<file path="src/rtl/dcache_arbiter.sv">
// dcache_arbiter: two-port round-robin arbiter and sequencer for a single-ported,
// byte-addressed data memory. One transaction is in flight at a time, and a
// one-cycle response goes back to the port that issued it.
//
// Ports:
//   clk, rst             clock, synchronous active-high reset
//   p0_req_*             load unit request (valid/ready, addr, byte we, wdata)
//   p1_req_*             store unit request (same layout)
//   rsp_valid[1:0]       one-hot response pulse, bit i = port i
//   rsp_data, rsp_err    read data (0 for writes), timeout flag
//   mem_address/we/data_write  registered memory command
//   mem_data_read, mem_valid   memory return path
//   busy                 high whenever a transaction is in progress
module dcache_arbiter #(
    parameter int unsigned TIMEOUT = 64
) (
    input  logic        clk,
    input  logic        rst,

    input  logic        p0_req_valid,
    output logic        p0_req_ready,
    input  logic [31:0] p0_req_addr,
    input  logic [3:0]  p0_req_we,
    input  logic [31:0] p0_req_wdata,

    input  logic        p1_req_valid,
    output logic        p1_req_ready,
    input  logic [31:0] p1_req_addr,
    input  logic [3:0]  p1_req_we,
    input  logic [31:0] p1_req_wdata,

    output logic [1:0]  rsp_valid,
    output logic [31:0] rsp_data,
    output logic        rsp_err,

    output logic [31:0] mem_address,
    output logic [3:0]  mem_we,
    output logic [31:0] mem_data_write,
    input  logic [31:0] mem_data_read,
    input  logic        mem_valid,

    output logic        busy
);

    localparam int unsigned CNT_W = $clog2(TIMEOUT + 1);
    localparam logic [CNT_W-1:0] TimeoutCnt = CNT_W'(TIMEOUT);

    typedef enum logic [1:0] {StIdle, StIssue, StWait} state_e;

    state_e           state_q;
    logic             last_grant_q;  // port granted most recently
    logic             id_q;          // port owning the transaction in flight
    logic             is_write_q;
    logic [CNT_W-1:0] cnt_q;

    logic grant0;
    logic grant1;

    // Under contention the port that did not win last time gets the grant.
    always_comb begin
        grant0 = p0_req_valid && (!p1_req_valid || last_grant_q);
        grant1 = p1_req_valid && (!p0_req_valid || !last_grant_q);
    end

    assign p0_req_ready = !rst && (state_q == StIdle) && grant0;
    assign p1_req_ready = !rst && (state_q == StIdle) && grant1;
    assign busy         = (state_q != StIdle);

    always_ff @(posedge clk) begin
        if (rst) begin
            state_q        <= StIdle;
            mem_address    <= '0;
            mem_we         <= '0;
            mem_data_write <= '0;
            rsp_valid      <= '0;
            rsp_data       <= '0;
            rsp_err        <= 1'b0;
            last_grant_q   <= 1'b1;
            id_q           <= 1'b0;
            is_write_q     <= 1'b0;
            cnt_q          <= '0;
        end else begin
            // Response outputs are single-cycle pulses.
            rsp_valid <= '0;
            rsp_data  <= '0;
            rsp_err   <= 1'b0;

            unique case (state_q)
                StIdle: begin
                    if (p0_req_ready || p1_req_ready) begin
                        mem_address    <= grant1 ? p1_req_addr  : p0_req_addr;
                        mem_we         <= grant1 ? p1_req_we    : p0_req_we;
                        mem_data_write <= grant1 ? p1_req_wdata : p0_req_wdata;
                        is_write_q     <= grant1 ? (|p1_req_we) : (|p0_req_we);
                        id_q           <= grant1;
                        last_grant_q   <= grant1;
                        state_q        <= StIssue;
                    end
                end
                StIssue: begin
                    // Write enables live for exactly this cycle; mem_valid is
                    // stale here because the address just changed.
                    mem_we  <= '0;
                    cnt_q   <= '0;
                    state_q <= StWait;
                end
                StWait: begin
                    if (mem_valid) begin
                        rsp_valid[id_q] <= 1'b1;
                        rsp_data        <= is_write_q ? 32'h0 : mem_data_read;
                        state_q         <= StIdle;
                    end else if (cnt_q == TimeoutCnt) begin
                        rsp_valid[id_q] <= 1'b1;
                        rsp_err         <= 1'b1;
                        state_q         <= StIdle;
                    end else begin
                        cnt_q <= cnt_q + CNT_W'(1);
                    end
                end
                default: state_q <= StIdle;
            endcase
        end
    end

endmodule
</file>
<file path="config.mk">
export PLATFORM = sky130hd
export DESIGN_NAME = dcache_arbiter
export DESIGN_NICKNAME = d
export VERILOG_FILES = /design/src/rtl/dcache_arbiter.sv
export SDC_FILE = /design/constraint.sdc
export NUM_CORES = 1
export LEC_CHECK = 0
export ABC_AREA = 1
export CORE_ASPECT_RATIO = 0.75
export CORE_MARGIN = 2
export CORE_UTILIZATION = 41
export DETAILED_ROUTE_END_ITERATION = 12
export HOLD_SLACK_MARGIN = 0.08
export PLACE_DENSITY = 0.9
export SETUP_SLACK_MARGIN = 0.1
export SLEW_MARGIN = 30
export SYNTH_ARGS = -nofsm -noshare
export SYNTH_HDL_FRONTEND = slang
export SYNTH_SLANG_ARGS = --single-unit
</file>
<file path="constraint.sdc">
create_clock -name clk -period 4.42 [get_ports clk]
set_clock_uncertainty 0.2 [all_clocks]
set_input_delay 0.884 -clock clk [delete_from_list [all_inputs] [get_ports clk]]
set_output_delay 0.884 -clock clk [all_outputs]
set_load 0.005 [all_outputs]
</file>
==> key figures <==
Synthesis
  • Top post-synthesis cells by area: dfxtp_1, nand2_1, nor2_1
  • Post-synth top area share: 47.0%
  • Synth async-reset ratio: 0%
  • Mapped Cells: 727
  • Ranking of synthesized cells by instance count: nand2_1, nor2_1, dfxtp_1, o21ai_0, inv_1
  • Synth cell types: 30
  • Synth Warn #: 0
  • Synthesized cell area: 4900 um2
  • Average size of a mapped cell: 6.74 um2
  • Top_reg_cell synth: dfxtp_1
  • Number of flops mapped to enable cells by yosys: 0
  • Synth area leader: dfxtp_1
  • Post-Syn Nets: 902
  • Seq/Total Area, Yosys: 47.0%
  • #FFs+latches synth: 115
  • Top-count cell post-synth: nand2_1

Setup path
  • Crit path from: rst
  • WP data required: 3340 ps
  • Worst Reg-to-Reg Cells: 8
  • Slowest cell on the critical path: clkdlybuf4s50_1
  • CP arrival: 2520 ps
  • CP Max Fanout: 11
  • Worst reg2reg endpoint: mem_data_write[22]$_SDFFE_PP0P_
  • Crit Path Category: input port to output pin
  • Critical path cell sequence: clkdlybuf4s50_1 -> inv_2 -> nand3_4 -> nor2_4 -> clkdlybuf4s50_1
  • Setup crit end: p0_req_ready
  • CP max stage delay: 600 ps
  • Type of origin of the critical path: input port
  • Critical Path Most Common Cell: clkdlybuf4s50_1
  • R2r startpoint: last_grant_q$_SDFFE_PP1P_
  • Worst setup EP type: output pin
  • R2R Setup Slk: 1990 ps

Floorplan
  • Initial Util: 42.2%
  • Die Height: 98.7 um
  • Core Box Area: 11,600 um2
  • Area of the die: 12,900 um2
  • Row cnt: 34
  • Chip Width: 130 um
  • IO Pins: 279

Timing
  • Setup TNS: 0 ps
  • Final Hold Vio Count: 0
  • Finish-stage setup viols: 0
  • Worst-Margin Slew: 776 ps
  • FMAX: 0.278 GHz
  • Max-slew violations: 0
  • Final min period: 3600 ps
  • Slew margin rel.: 48.2%
  • Fin crit share: 81.5%
  • Unrepaired setup endpoints after global routing: false

Power and ir drop
  • Clock power share: 40.5%
  • Tot Pwr: 3.06 mW
  • Sw Pwr: 0.799 mW
  • Power Internal: 2.26 mW
  • Flop pwr share: 38.2%
  • Cell Pwr Density: 370 nW/um2
  • Sw Ratio: 26.1%
  • LEAKAGE: 3.69 nW
  • Gate power share: 21.3%
  • Max VDD drop: 0.000271 V

Global route
  • Initial antenna violation count: 0
  • Largest net degree at the start of global routing: 75
  • Congestion Overflow GR: 0
  • Global-route wire length before repair: 24,600 um
  • Number of global-route vias before repair: 5,163
  • Gr usage total: 24.5%

Route
  • Drt wl/cell: 13.2 um
  • Met2 Wirelength: 7460 um
  • Detailed-route via count: 5,341
  • Wire length on met1: 5770 um
  • Antenna Nets Post-Route: 0
  • Via/cell ratio: 4.59
  • WL met3: 1600 um
  • Top layer in use: met4
  • Drt total wl: 15,400 um
  • Drt drc: 0
  • Initial DRC count: 239
  • Pre-antenna DRT Iters: 4

Clock network
  • CTS H-tree depth: 4
  • Total CTS buffers: 17
  • Clk Latency, worst-skew pair: 400 ps
  • Number of hold buffers added after cts: 0
  • Bufs on Longest Clock Path: 2
  • Clock Sinks: 115
  • Setup Buffers After CTS: 0
  • CTS tree: yes
  • Clock-pin slew on the worst setup and hold paths: 50 ps
  • Post-CTS Resized: 0
  • CTS root buf: clkbuf_16

Hold path
  • Hold Path Class: flip-flop to flip-flop
  • Min-Delay Path Depth: 1

Final layout
  • Fillers: 949
  • Layout cells sized above 1: 5.39%
  • Synth-to-layout area growth: 68.5%
  • Fin util: 71.1%
  • FF/Latch Area: 2300 um2
  • ANT cells: 0
  • Area of the multi-input gates: 2180 um2
  • Post-layout nets: 1,164
  • Design Area, Final: 8260 um2

Job
  • Max Cap Viol: 0

Placement
  • DPL Wire Length: 11,300 um
  • Placed cell area: 7710 um2
  • Port buffer count: 278
  • Global placer's final weighted congestion: 0.821

Run status
  • Status: completed
[registers in the layout, summed over array words and instances, names as in the netlist, 2 cells and up]
name,flops
cnt_q,7
mem_we,4
rsp_data,32
mem_data_write,32
state_q,2
rsp_valid,2
mem_address,32
[per-stage QoR]
stage	hold WS [ps]	setup slack (ps)	std cells
2_1_floorplan	191	2090	727
3_3_place_gp	217	814	1132
3_5_place_dp	212	811	1132
4_1_cts	233	811	1163
5_1_grt	270	711	1163
6_report	232	817	1163
[metal layers]
metal	GRT usage [%]	vias to the layer above
met5	0	-
met4	11.5	0
met3	10.8	34
met2	42.5	212
met1	25.3	2355
li1	-	2740
[cell families (layout without fill, tap and decap cells)]
family / count (synthesis) / count (layout) / share of synthesized area, %
adder cells (fa/ha/maj): 2 / 2 / 0.510
AO/OA/AOI/OAI: 80 / 80 / 8.55
AND/OR/NAND/NOR: 434 / 434 / 35.1
flip-flops: 115 / 115 / 47.0
buffers and inverters: 95 / 369 / 8.65
XOR/XNOR: 1 / 1 / 0.179
[layout make-up]
type	instances	area share (%)
Clock buffer	18	5.20
Clock inverter	13	1.36
Inverter	55	2.56
Multi-Input combinational cell	517	26.4
Sequential cell	115	27.9
Tap cell	162	2.45
Timing Repair Buffer	283	34.1
[worst max-delay path, delay by kind of cell]
family        cells  cell delay (ps)
buf+inv           3             1320
simple gates      2              310
[power by group through the flow]
| stage | Combinational (mW) | Clock [mW] | Sequential, mW |
|---|---|---|---|
| final | 0.653 | 1.24 | 1.17 |
| after global routing | 0.726 | 1.32 | 1.18 |
| after global placement | 0.648 | 0 | 1.18 |
| after detailed placement | 0.656 | 0 | 1.19 |
| after CTS | 0.660 | 1.27 | 1.17 |
| after floorplan | 0.277 | 0 | 1.19 |
[cell usage in the layout, fill, tap and decap left out]
cell / Yosys / routed
o211ai_1: 5 / 5
inv_6: 0 / 2
inv_1: 52 / 52
inv_2: 2 / 1
nand2_1: 232 / 230
a21o_1: 1 / 1
clkbuf_16: 0 / 17
clkdlybuf4s50_1: 0 / 278
inv_4: 1 / 2
clkinv_4: 0 / 2
nand2_2: 0 / 2
dfxtp_1: 115 / 115
a31oi_1: 1 / 1
xor2_1: 1 / 1
clkinv_2: 0 / 5
clkinvlp_4: 0 / 3
ha_1: 2 / 2
o21ai_1: 10 / 10
buf_4: 4 / 5
a21oi_1: 6 / 6
clkbuf_1: 17 / 1
nor2_2: 10 / 10
nand4_1: 1 / 1
bufinv_16: 0 / 1
nor2_1: 171 / 171
o31ai_1: 1 / 1
o21ai_0: 56 / 56
nand3_1: 9 / 9
nor2_4: 3 / 3
nor3b_1: 1 / 1
nor3_1: 3 / 3
nand3b_1: 3 / 3
nand3_4: 1 / 1
[worst min path at each step]
| stage | from | endpoint | slack [ps] |
|---|---|---|---|
| floorplan | id_q$_SDFFE_PP0P_ | rsp_valid[0]$_SDFF_PP0_ | 190 |
| global placement | id_q$_SDFFE_PP0P_ | rsp_valid[0]$_SDFF_PP0_ | 220 |
| detailed placement | id_q$_SDFFE_PP0P_ | rsp_valid[0]$_SDFF_PP0_ | 210 |
| CTS | id_q$_SDFFE_PP0P_ | rsp_valid[0]$_SDFF_PP0_ | 230 |
| global route | id_q$_SDFFE_PP0P_ | rsp_valid[0]$_SDFF_PP0_ | 270 |
| finish | id_q$_SDFFE_PP0P_ | rsp_valid[0]$_SDFF_PP0_ | 230 |
(Power assumes the default switching activity.)
